--- src/rtl/rgb_led_pwm_ctrl.sv ---
// Three-channel RGB LED PWM with prescaler and blink cadence; register writes land in one cycle.
// Outputs are registered one clock after the counter state; there is no backpressure.
module rgb_led_pwm_ctrl (
  input  logic       clk,
  input  logic       rst,
  input  logic       led_cs,
  input  logic       led_den,
  input  logic [3:0] led_addr,
  input  logic [7:0] led_wdata,
  input  logic       led_exe,
  input  logic       drv_en,
  input  logic       cur_en,
  output logic [2:0] rgb_pwm,
  output logic [2:0] rgb,
  output logic       led_on
);

  logic [2:0][7:0] duty_q, duty_d;
  logic            en_q, en_d;
  logic [7:0]      presc_q, presc_d;
  logic [7:0]      on_q, on_d;
  logic [7:0]      off_q, off_d;
  logic [7:0]      pc_q, pc_d;
  logic [7:0]      cnt_q, cnt_d;
  logic [7:0]      ph_q, ph_d;
  logic            blink_on_q, blink_on_d;
  logic [2:0]      rgb_pwm_q, rgb_pwm_d;
  logic            led_on_q, led_on_d;

  logic       active;
  logic       tick;
  logic       period_end;
  logic       blink_eff;
  logic [8:0] ph_inc;

  always_comb begin
    duty_d     = duty_q;
    en_d       = en_q;
    presc_d    = presc_q;
    on_d       = on_q;
    off_d      = off_q;
    pc_d       = pc_q;
    cnt_d      = cnt_q;
    ph_d       = ph_q;
    blink_on_d = blink_on_q;
    rgb_pwm_d  = '0;

    if (led_cs && led_den) begin
      case (led_addr)
        4'h1:    duty_d[0] = led_wdata;
        4'h2:    duty_d[1] = led_wdata;
        4'h3:    duty_d[2] = led_wdata;
        4'h8:    en_d      = led_wdata[7];
        4'h9:    presc_d   = led_wdata;
        4'hA:    on_d      = led_wdata;
        4'hB:    off_d     = led_wdata;
        default: ;
      endcase
    end

    active     = led_exe & en_q;
    tick       = active & (pc_q >= presc_q);
    period_end = tick & (cnt_q == 8'hFF);
    ph_inc     = {1'b0, ph_q} + 9'd1;

    if (!active) begin
      pc_d       = '0;
      cnt_d      = '0;
      ph_d       = '0;
      blink_on_d = 1'b1;
    end else begin
      pc_d  = tick ? 8'd0 : pc_q + 8'd1;
      cnt_d = tick ? cnt_q + 8'd1 : cnt_q;
      // >= against the limit lets a lowered ON/OFF time end the phase at once
      if (period_end) begin
        if (off_q == 8'd0) begin
          blink_on_d = 1'b1;
          ph_d       = '0;
        end else if (on_q == 8'd0) begin
          blink_on_d = 1'b0;
          ph_d       = '0;
        end else if (blink_on_q) begin
          if (ph_inc >= {1'b0, on_q}) begin
            blink_on_d = 1'b0;
            ph_d       = '0;
          end else begin
            ph_d = ph_inc[7:0];
          end
        end else begin
          if (ph_inc >= {1'b0, off_q}) begin
            blink_on_d = 1'b1;
            ph_d       = '0;
          end else begin
            ph_d = ph_inc[7:0];
          end
        end
      end
    end

    blink_eff = (off_q == 8'd0) | (blink_on_q & (on_q != 8'd0));
    led_on_d  = active & blink_eff;
    for (int i = 0; i < 3; i++) begin
      rgb_pwm_d[i] = led_on_d & (cnt_q < duty_q[i]);
    end
  end

  always_ff @(posedge clk or posedge rst) begin
    if (rst) begin
      duty_q     <= '0;
      en_q       <= 1'b0;
      presc_q    <= '0;
      on_q       <= '0;
      off_q      <= '0;
      pc_q       <= '0;
      cnt_q      <= '0;
      ph_q       <= '0;
      blink_on_q <= 1'b1;
      rgb_pwm_q  <= '0;
      led_on_q   <= 1'b0;
    end else begin
      duty_q     <= duty_d;
      en_q       <= en_d;
      presc_q    <= presc_d;
      on_q       <= on_d;
      off_q      <= off_d;
      pc_q       <= pc_d;
      cnt_q      <= cnt_d;
      ph_q       <= ph_d;
      blink_on_q <= blink_on_d;
      rgb_pwm_q  <= rgb_pwm_d;
      led_on_q   <= led_on_d;
    end
  end

  assign rgb_pwm = rgb_pwm_q;
  assign led_on  = led_on_q;
  assign rgb     = ~(rgb_pwm_q & {3{drv_en & cur_en}});

endmodule

--- config.mk ---
export PLATFORM = sky130hd
export DESIGN_NAME = rgb_led_pwm_ctrl
export DESIGN_NICKNAME = d
export VERILOG_FILES = /design/src/rtl/rgb_led_pwm_ctrl.sv
export SDC_FILE = /design/constraint.sdc
export NUM_CORES = 1
export LEC_CHECK = 0
export BUFFER_PORTS_ARGS = -buffer_cell sky130_fd_sc_hd__buf_2
export CORE_MARGIN = 2
export CORE_UTILIZATION = 45
export DETAILED_ROUTE_END_ITERATION = 6
export SLEW_MARGIN = 5
export SYNTH_ARGS = -nofsm -noshare
export SYNTH_HDL_FRONTEND = slang
export SYNTH_SLANG_ARGS = --single-unit
--- constraint.sdc ---
create_clock -name clk -period 4 [get_ports clk]
set_clock_uncertainty 0.15 [all_clocks]
set_input_delay 0.2 -clock clk [delete_from_list [all_inputs] [get_ports clk]]
set_output_delay 0.2 -clock clk [all_outputs]
set_load 0.05 [all_outputs]
# Yosys cells after proc, flatten, opt, wreduce, memory -nomap -nowiden
# Cells that the tools add are included.
totals:
  register_bits: 78
  inputBits: 19
  out_inout_bits: 7
op_classes:
  addsub: 3
  n_lt_le_gt_ge: 6
  eq_ne: 10
  muxes: 18
  n_bitwise: 12
  n_reduce_logical: 11
op_table:
  columns: ["operator", "count"]
  rows:
  - ["$mux W8", 11]
  - ["$lt A8 B8 Y1", 3]
  - ["$ge A9 B8 Y1", 2]
  - ["$add A8 B1 Y8 const B", 2]
  - ["$eq A4 B4 Y1 const B", 4]
  - ["$logic_not A8 Y1", 2]
  - ["$reduce_and A2 Y1", 7]
  - ["$add A8 B1 Y9 const B", 1]
  - ["$and A1 B1 Y1", 9]
  - ["$eq A4 B2 Y1 const B", 2]
  - ["$eq A8 B8 Y1 const B", 1]
  - ["$ge A8 B8 Y1", 1]
  - ["$reduce_bool A8 Y1", 1]
  - ["$mux W1", 7]
  - ["$eq A4 B1 Y1 const B", 1]
  - ["$ne A2 B1 Y1 const B", 2]
  - ["$and A3 B3 Y3", 1]
  - ["$not A3 Y3", 1]
  - ["$logic_and A1 B1 Y1", 1]
  - ["$or A1 B1 Y1", 1]

# Longest topological paths before layout
# Gate-level depths: netlist (run 1).
logic_depth:
  depth_word: 8
  ltp_mapped: 11
  depth_no_buf: 11

# Worst setup path after synthesis (run 1)
# No wires, ideal clock.
synth_timing:
  kind: "register to register"
  startpoint: "register ph_q[0]"
  endpoint: "register blink_on_q"
  setup_ns: 0.078
  t_arrival_ns: 2.474
  slack_ns: 1.297
  path_stages_with_launch: 11
  n_path_buf: 0
  period_less_slack_ns: 2.703
  cell_sequence: "dfrtp_1 ha_1 and3_1 nand3_1 xnor2_1 ha_1 o21ai_0 o21ai_1 or3b_1 a221o_1 a41oi_2"
synth_between:
  elab_chain_len: 8
  word_cells_on_any_way: 10
synth_lines:
  columns: ["item", "line_no", "source"]
  rows:
  - ["start, declared", "25", "logic [7:0] ph_q, ph_d;"]
  - ["start signal, assigned", "128", "ph_q <= ph_d;"]
  - ["$add A8 B1 Y9 (*)", "64", "ph_inc = {1'b0, ph_q} + 9'd1;"]
  - ["$ge A9 B8 Y1, on equally long branches", "90, 83", null]
  - ["$mux W1, on equally long branches", "90, 83", null]
  - ["$mux W1 (*)", "82", "end else if (blink_on_q) begin"]
  - ["$mux W1 (*)", "79", "end else if (on_q == 8'd0) begin"]
  - ["$mux W1 (*)", "76", "if (off_q == 8'd0) begin"]
  - ["$mux W1 (*)", "75", "if (period_end) begin"]
  - ["$mux W1 (*)", "66", "if (!active) begin"]
  - ["end signal, assigned", "129", "blink_on_q <= blink_on_d;"]
  - ["end, declared", "26", "logic blink_on_q, blink_on_d;"]
# Mark *: on every way between the ends. The rest lies on a longest branch, timed or not. The select of a mux whose other input is x is not followed.
# A chain may end at the register's enable or synchronous reset.

# Worst setup path in the final report (run 1)
layout_timing:
  startpoint: "register ph_q[0]"
  endpoint: "register ph_q[5]"
layout_between:
  elab_chain_len: 8
  word_cells_on_any_way: 10
layout_lines:
  columns: ["item", "line_no"]
  rows:
  - ["$add A8 B1 Y9 (*)", "64"]
  - ["$ge A9 B8 Y1, on equally long branches", "90, 83"]
  - ["$mux W8, on equally long branches", "90, 83"]
  - ["$mux W8 (*)", "82"]
  - ["$mux W8 (*)", "79"]
  - ["$mux W8 (*)", "76"]
  - ["$mux W8 (*)", "75"]
  - ["$mux W8 (*)", "66"]
# Marked as above.

==> impl_metrics.csv, run 1 <==
group,metric,value,unit
synthesis,synthArstFlopShare,100,%
setup_path,crit_arrival,3.15,ns
synthesis,postSynthNetCount,519,
place,dp_hpwl,7230,µm
place,gp_congestion,0.879,
drt,wl_per_cell,15.9,µm
global_routing,grt_pass1_vias,3388,
timing,timing.final.ws_setup,0.964,ns
cells_and_area,final_cell_mix,"dfrtp_1, nand2_1, ha_1, inv_1, o21ai_0",
setup_path,max_stage_delay,0.45,ns
cells_and_area,finalNetCount,550,
drt,wirelength,9880,µm
die,die_area,10700,µm²
timing,fin_crit,3.04,ns
setup_path,cp-start-kind,"flip-flop",
outcome,status,"complete, no violations",
cells_and_area,nFillCells,886,
synthesis,ys_seq_area_share,43.7,%
drt,drt-initial-drc-count,118,
cells_and_area,fin_area,4910,µm²
setup_path,cp_slowest_cell,"dfrtp_1",
timing,timing.hold.ws,0.0245,ns
timing,hold_viol,0,
global_routing,grt_pass1_wl,16900,µm
timing,timing.final.crit_share,75.9,%
timing,grt_setup_unrepaired,"false",
place,dp_slack,0.993,ns
clock_tree,clockBufferDepth,2,
clock_tree,cts_tree,"yes",
global_routing,use_met1,26.0,%
setup_path,crit_required,4.11,ns
synthesis,synth.area.mux_share,5.29,%
global_routing,grt_use_met3,3.71,%
cells_and_area,diodes,0,
synthesis,synthAdderAreaFrac,13.4,%
cells_and_area,final_common_cell,"dfrtp_1",
synthesis,synth_edf_count,0,
drt,num_vias,3278,
clock_tree,cts_buffers,9,
drt,drt_first_pass_iters,5,
timing,worst_pin_slew,1.07,ns
synthesis,synth_area_per_cell,9.88,µm²
pwr,p_per_area,388,nW/µm²
synthesis,synth-simple-area-share,16.8,%
die,row_count,36,
synthesis,netlist_instances,452,
timing,slew_headroom,28.0,%
timing,clock.fmax,329,MHz
timing,setup_viol,0,
timing,maxSlewViolCount,0,
global_routing,overflow,0,
pwr,ir_drop,0.174,mV
place,io_buffers,25,
die,initial_core_util,46.1,%
setup_path,endpoint_kind,"flip-flop",
min_path,worst_hold_path_type,"input port to flip-flop",
clock_tree,cts_max_level,3,
die,coreArea,9680,µm²
pwr,p_leak,2.39,nW
die,ios,26,
timing,fin_setup_tns,0,ns
drt,drcViolationCount,0,
global_routing,antenna_found_initial,0,
synthesis,ys.flop_type,"dfrtp_1",
clock_tree,clk_latency,0.35,ns
setup_path,cp_cell_sequence,"ha_1 > and3_1 > nand3_1 > xnor2_1 > ha_1 > o21ai_0 > o21ai_1 > nor4b_4 > o21ai_1 > o211ai_1",
global_routing,grt_max_degree,56,
global_routing,grt.total_usage,19.9,%
die,die_h,104,µm
flow_run,max_cap_viol_count,0,
clock_tree,clkTransAtPathRegs,0.09,ns
place,place_area,4720,µm²
setup_path,timing_worst_setup_path_type,"flip-flop to flip-flop",
synthesis,ys_ff_latch,78,
setup_path,cp_max_fo,8,
drt,postRouteAntennaNets,0,
synthesis,yosys_warnings,0,
cells_and_area,layout-drive-gt1-share,16.4,%
cells_and_area,area_growth,9.83,%
clock_tree,post_cts_resized,0,
clock_tree,root_buffer,"clkbuf_8",
synthesis,synth_top_family_by_area,"simple AND/OR/NAND/NOR gates",
clock_tree,clkSinkCount,78,
synthesis,synth_area,4470,µm²
synthesis,yosysUniqueCellTypes,50,
synthesis,synth_compound_area_share,12.3,%
die,fp.dieW,104,µm
drt,vias_per_cell,5.28,
synthesis,synth-xor-area-share,3.53,%
global_routing,busiest_layer,"met2",
global_routing,use_met2,33.3,%
==> repair_timing <==
action / in CTS / in global routing
hold buffers: 1 / 0
hold endpoints to repair: 54 / 0
buffers inserted: 0 / 0
==> final cells by class <==
type	instances	area, µm²	share of cell area [%]
clock buffer	10	138	2.81
clock inverter	6	36.3	0.740
inverter	47	178	3.62
multi-input combinational	320	2290	46.7
sequential	78	1950	39.8
tap	133	166	3.39
timing repair buffer	27	143	2.91
==> per-stage QoR <==
| step | cells | total power [W] | util [%] |
|---|---|---|---|
| finish | 621 | 0.00190 | 50.7 |
| global route | 621 | 0.00204 | 50.7 |
| CTS | 621 | 0.00192 | 50.7 |
| detailed placement | 604 | 0.00138 | 48.8 |
| global placement | 604 | 0.00136 | 48.8 |
| floorplan | 452 | 0.00126 | - |
==> critical path: cells and delay by family, from the launching register on <==
kind                     cells  cell delay (ns)
AO/OA/AOI/OAI                4             0.80
AND/OR/NAND/NOR              3             0.74
adder cells (fa/ha/maj)      2             0.54
flip-flops                   1             0.45
XOR/XNOR                     1             0.27
==> final timing paths <==
path                              end  slack [ns]  depth (start not counted)    startpoint
setup / recovery              ph_q[5]        0.96                         10       ph_q[0]
hold / removal             presc_q[6]        0.02                          3  led_wdata[6]
setup reg to reg              ph_q[5]        0.96                         10       ph_q[0]
hold reg to reg             duty_q[9]        0.36                          1     duty_q[9]
max in group asynchronous  blink_on_q        2.35                          4           rst
min in group asynchronous     ph_q[3]        0.43                          3           rst
==> synthesized netlist by cell type (7+ instances only) <==
cell type / number / area, µm²
a211oi_1: 8 / 60.1
and3_1: 7 / 43.8
dfrtp_1: 77 / 1930
ha_1: 48 / 601
inv_1: 47 / 176
mux2_2: 21 / 236
nand2_1: 61 / 229
nand3_1: 16 / 80.1
nor2_1: 30 / 113
o21ai_0: 34 / 170
o21ai_1: 12 / 60.1
xnor2_1: 10 / 87.6
xor2_1: 8 / 70.1
==> report_power, final <==
part | total, W | internal (W) | switching (W)
combinational | 0.000392 | 0.000155 | 0.000237
clock | 0.000544 | 0.000240 | 0.000304
sequential | 0.000966 | 0.000904 | 0.0000619
total | 0.00190 | 0.00130 | 0.000602
==> registers in the layout, indices dropped and copies added (netlist names) <==
| name | flops |
|---|---|
| off_q | 8 |
| cnt_q | 8 |
| ph_q | 8 |
| pc_q | 8 |
| blink_on_q | 1 |
| presc_q | 8 |
| led_on | 1 |
| rgb_pwm | 3 |
| en_q | 1 |
| duty_q | 24 |
| on_q | 8 |
==> logic make-up after synthesis <==
kind of cell,after synthesis
adders and majority gates,48
AOI/OAI and AO/OA,86
muxes,21
DFF,78
and+or+nand+nor,147
xor gates and xnor gates,18
buffers and inverters,54
==> metal layers <==
layer / vias to the layer above / share of wire (%)
met5: - / 0
met4: 0 / 2.0
met3: 17 / 3.7
met2: 67 / 49
met1: 1570 / 46
li1: 1624 / -
No activity file was read; power rests on OpenSTA's default activity.
==> run 2, diff against run 1 <==
clock period = 3 ns   (was 4 ns; I/O delays follow)
==> run 2 against run 1 <==
  * Clock power is 47% higher
  * Design area rose by 4.0%
  * Sequential power up 33%
  * Die area is the same
  * Via count increased by 0.82%
  * Flip-flop and latch count unchanged
  * Routed wire length is 3.3% lower
  * Highest routed layer unchanged
  * First-iteration DRC count grew 14%
  * Final cell count grew 2.4%
  * Global-route usage down 0.86 points
  * Largest cell class unchanged
  * Critical endpoint is now blink_on_q
  * Power is 38% higher
==> impl_metrics.csv, run 2 (synthesis results as in run 1) <==
group,metric,value,unit
cells_and_area,area_growth,14.2,%
timing,worst_pin_slew,0.690,ns
clock_tree,clockBufferDepth,2,
global_routing,grt_pass1_wl,16300,µm
place,io_buffers,25,
cells_and_area,final_common_cell,"dfrtp_1",
drt,wirelength,9550,µm
drt,drcViolationCount,0,
global_routing,overflow,0,
setup_path,crit_required,3.12,ns
die,die_area,10700,µm²
timing,clock.fmax,349,MHz
global_routing,grt_pass1_vias,3370,
setup_path,r2r_slack,0.14,ns
drt,wl_per_cell,15.0,µm
pwr,p_per_area,513,nW/µm²
timing,timing.final.ws_setup,0.137,ns
clock_tree,clkTransAtPathRegs,0.09,ns
die,coreArea,9680,µm²
timing,slew_headroom,53.9,%
flow_run,max_cap_viol_count,0,
die,initial_core_util,46.1,%
clock_tree,cts_buffers,9,
timing,setup_viol,0,
cells_and_area,layout-drive-gt1-share,18.1,%
setup_path,timing_worst_setup_path_type,"flip-flop to flip-flop",
die,ios,26,
cells_and_area,regMostFlops,"duty_q",
drt,postRouteAntennaNets,0,
outcome,status,"complete, no violations",
drt,vias_per_cell,5.20,
drt,drt_first_pass_iters,4,
drt,drt-initial-drc-count,134,
setup_path,cp_cell_sequence,"ha_1 > and3_2 > xor2_1 > ha_1 > nand4_1 > nor2_1 > o31ai_2 > or3b_1 > a221o_1 > a41oi_2",
global_routing,grt_max_degree,42,
drt,num_vias,3305,
setup_path,r2r_end,"blink_on_q",
setup_path,rr_worst_depth,10,
timing,hold_viol,0,
cells_and_area,final_cell_mix,"dfrtp_1, nand2_1, ha_1, inv_1, o21ai_0",
timing,fin_crit,2.86,ns
place,dp_slack,0.0734,ns
clock_tree,clkSinkCount,78,
die,fp.dieW,104,µm
setup_path,endpoint_kind,"flip-flop",
setup_path,timing.rr.start,"ph_q[1]",
cells_and_area,diodes,0,
setup_path,crit_arrival,2.98,ns
die,die_h,104,µm
cells_and_area,nFillCells,886,
global_routing,grt.total_usage,19.0,%
clock_tree,cts_tree,"yes",
cells_and_area,largest_register_ff_count,24,
global_routing,antenna_found_initial,0,
setup_path,cp_slowest_cell,"dfrtp_1",
setup_path,cp-start-kind,"flip-flop",
min_path,whs_endpoint,"on_q[0]",
cells_and_area,finalNetCount,565,
cells_and_area,final_util,52.7,%
clock_tree,root_buffer,"clkbuf_8",
setup_path,cp_max_fo,4,
place,gp_congestion,0.830,
timing,timing.final.crit_share,95.4,%
min_path,hold_path_depth,2,
clock_tree,clk_latency,0.35,ns
min_path,worst_hold_path_type,"input port to flip-flop",
timing,maxSlewViolCount,0,
clock_tree,cts_max_level,3,
min_path,holdCritStartpoint,"led_wdata[0]",
setup_path,cpMostUsedCell,"ha_1",
setup_path,max_stage_delay,0.41,ns
place,dp_hpwl,7120,µm
pwr,ir_drop,0.253,mV
pwr,p_leak,2.49,nW
die,row_count,36,
==> run 2: changes by cell type in the layout (fill, tap and decap cells not counted), moves of 2 or more <==
| cell | change |
|---|---|
| buf_4 | +7 |
| dlygate4sd3_1 | +7 |
| clkbuf_1 | +3 |
| clkinv_2 | -3 |
| xnor2_1 | -2 |
| xnor2_2 | +2 |
==> run 2: timing repair <==
action | 4_1_cts | 5_1_grt
buffers inserted | 0 | 0
hold buffers | 8 | 0
setup endpoints to repair | 0 | 9
gates resized for setup | 0 | 6
endpoints found under the hold margin | 64 | 0
==> run 2: layout make-up <==
cell class	instances	area (µm²)	share of cell area [%]
multi-input combinational	320	2320	45.6
sequential	78	1950	38.3
timing repair buffer	42	285	5.59
inverter	47	178	3.48
tap	133	166	3.26
clock buffer	13	149	2.92
clock inverter	3	43.8	0.859
==> run 2: metal layers <==
layer	global-route usage (%)	vias to the layer above	routed length, µm
li1	-	1657	-
met1	23.7	1600	4430
met2	34.3	41	4770
met3	3.52	7	287
met4	4.34	0	64
met5	0	-	0
==> run 2: worst max-delay path, delay by kind of cell (launching register included) <==
kind | cells | cell delay (ns)
XOR/XNOR | 1 | 0.34
adder cells (fa/ha/maj) | 2 | 0.55
AND/OR/NAND/NOR | 4 | 0.76
flip-flops | 1 | 0.41
AO/OA/AOI/OAI | 3 | 0.56
==> run 2: how the worst max path moves through the flow <==
| stage | startpoint | end | slack [ns] | depth (start not counted) |
|---|---|---|---|---|
| floorplan | ph_q[0] | blink_on_q | 0.30 | 10 |
| detailed placement | ph_q[1] | ph_q[2] | 0.07 | 11 |
| global route | ph_q[1] | blink_on_q | -0.02 | 10 |
| finish | ph_q[1] | blink_on_q | 0.14 | 10 |
| global placement | ph_q[1] | blink_on_q | 0.22 | 10 |
| CTS | ph_q[1] | ph_q[2] | 0.03 | 11 |
==> run 2: where the power goes <==
group | leakage, nW | internal [W] | switching [W]
logic | 1.41 | 0.000223 | 0.000315
registers | 0.984 | 0.00120 | 0.0000779
clock network | 0.0976 | 0.000409 | 0.000388
total | 2.49 | 0.00184 | 0.000781
==> run 2: per-stage QoR <==
step	area [µm²]	total power, W	TNS (ns)	instances	hold WS, ns
5_1_grt	5100	0.00280	-0.0151	636	0.00369
3_3_place_gp	4790	0.00182	0	612	0.116
6_report	5100	0.00262	0	636	0.0150
3_5_place_dp	4790	0.00184	0	612	0.122
2_1_floorplan	4470	0.00168	0	452	0.117
4_1_cts	5070	0.00265	0	636	0.0131
==> run 3, diff against run 2 <==
ABC_CLOCK_PERIOD_IN_PS = 3100   (was not set)
clock period = 3.1 ns   (was 3 ns; I/O delays follow)
==> run 3 against run 2 <==
  * Flip-flop and latch count stayed put
  * Register-to-register slack gained 0.09 ns
  * Non-clock buffer count decreased by 2
  * Routed wire length grew 3.8%
==> impl_metrics.csv, run 3 (synthesis results as in run 1) <==
group,metric,value,unit
setup_path,r2r_slack,0.23,ns
setup_path,timing_worst_setup_path_type,"flip-flop to flip-flop",
drt,vias_per_cell,5.24,
drt,drt-initial-drc-count,167,
cells_and_area,stdcell_count,634,
clock_tree,clkTransAtPathRegs,0.08,ns
flow_run,max_cap_viol_count,0,
global_routing,overflow,0,
die,ios,26,
timing,fin_setup_tns,0,ns
global_routing,use_met2,34.0,%
cells_and_area,final_util,52.3,%
setup_path,rr_worst_depth,10,
die,initial_core_util,46.1,%
pwr,p_leak,2.46,nW
die,fp.dieW,104,µm
setup_path,crit_required,3.24,ns
timing,slew_headroom,47.0,%
global_routing,grt_pass1_vias,3322,
pwr,ir_drop,0.188,mV
cells_and_area,final_cell_mix,"dfrtp_1, nand2_1, ha_1, inv_1, o21ai_0",
timing,worst_pin_slew,0.791,ns
global_routing,grt_use_met3,2.77,%
cells_and_area,regMostFlops,"duty_q",
drt,wl_per_cell,15.6,µm
cells_and_area,largest_register_ff_count,24,
global_routing,grt_max_degree,41,
setup_path,endpoint_kind,"flip-flop",
setup_path,cp_max_fo,7,
timing,timing.final.ws_setup,0.232,ns
setup_path,cp-start-kind,"flip-flop",
min_path,worst_hold_path_type,"input port to flip-flop",
place,gp_congestion,0.826,
setup_path,r2r_end,"blink_on_q",
global_routing,grt_pass1_wl,16700,µm
clock_tree,cts_tree,"yes",
timing,timing.final.crit_share,92.5,%
timing,grt_setup_unrepaired,"false",
drt,postRouteAntennaNets,0,
setup_path,crit_end,"blink_on_q",
drt,drt_first_pass_iters,4,
clock_tree,clk_latency,0.36,ns
timing,hold_viol,0,
drt,num_vias,3322,
place,dp_slack,0.114,ns
place,dp.cells,610,
timing,clock.fmax,349,MHz
timing,setup_viol,0,
drt,wirelength,9910,µm
cells_and_area,diodes,0,
cells_and_area,finalNetCount,563,
setup_path,timing.rr.start,"ph_q[0]",
die,die_h,104,µm
die,die_area,10700,µm²
timing,fin_crit,2.87,ns
clock_tree,cts_max_level,3,
die,coreArea,9680,µm²
global_routing,antenna_found_initial,0,
clock_tree,cts_buffers,9,
global_routing,use_met1,24.8,%
clock_tree,clkSinkCount,78,
cells_and_area,final_common_cell,"dfrtp_1",
place,io_buffers,25,
clock_tree,clockBufferDepth,2,
outcome,status,"complete, no violations",
pwr,p_per_area,501,nW/µm²
cells_and_area,area_growth,13.4,%
global_routing,busiest_layer,"met2",
cells_and_area,layout-drive-gt1-share,17.8,%
timing,maxSlewViolCount,0,
global_routing,grt.total_usage,19.8,%
place,dp_hpwl,7320,µm
clock_tree,postCtsSetupBuffers,0,
drt,drcViolationCount,0,
setup_path,crit_arrival,3.01,ns
die,row_count,36,
setup_path,cp-startpoint,"ph_q[0]",
clock_tree,root_buffer,"clkbuf_8",
-- run 3: area by class of cell --
class                           instances  area (µm²)
Fill cell                             881        4620
Clock buffer                           10         128
Tap cell                              133         166
Multi-Input combinational cell        320        2300
Sequential cell                        78        1950
Timing Repair Buffer                   40         270
Clock inverter                          6        62.6
Inverter                               47         178
-- run 3: through the flow --
stage	power (W)	cell area, µm²	hold WS [ns]
detailed placement	0.00179	4780	0.132
floorplan	0.00162	4470	0.122
CTS	0.00255	5050	0.0328
global placement	0.00176	4780	0.132
global route	0.00269	5060	0.0455
finish	0.00254	5060	0.0257
-- run 3: layer usage --
metal / wire length (µm) / vias up
met5: 0 / -
met4: 279 / 0
met3: 281 / 19
met2: 4720 / 54
met1: 4640 / 1603
li1: - / 1646
-- run 3: power breakdown --
part	leakage, nW	total [W]	internal [W]	switching [W]
Combinational	1.39	0.000529	0.000215	0.000314
Clock	0.0883	0.000761	0.000369	0.000392
Sequential	0.982	0.00125	0.00117	0.0000789
-- run 3: how the worst min path moves through the flow --
stage	slack [ns]	start	end	depth (start not counted)
after floorplan	0.12	led_wdata[1]	duty_q[17]	2
after global placement	0.13	rst	on_q[0]	2
after detailed placement	0.13	rst	on_q[0]	2
after CTS	0.03	led_wdata[0]	off_q[0]	2
after global routing	0.05	led_wdata[0]	duty_q[0]	2
final	0.03	led_wdata[0]	off_q[0]	2
-- run 3: worst max-delay path, stage by stage (launching register included) --
cell and delay (ns):
dfrtp_2 0.42, ha_1 0.22, and3_2 0.23, nand3_1 0.16, xnor2_2 0.19, ha_1 0.21
a211oi_1 0.23, o21ai_1 0.13, or3b_1 0.36, a221o_1 0.31, a41oi_2 0.19
-- run 3: repair_timing --
action / CTS / global route
endpoints found under the hold margin: 61 / 0
resized for setup: 0 / 4
setup endpoints to repair: 0 / 9
hold buffers: 8 / 0
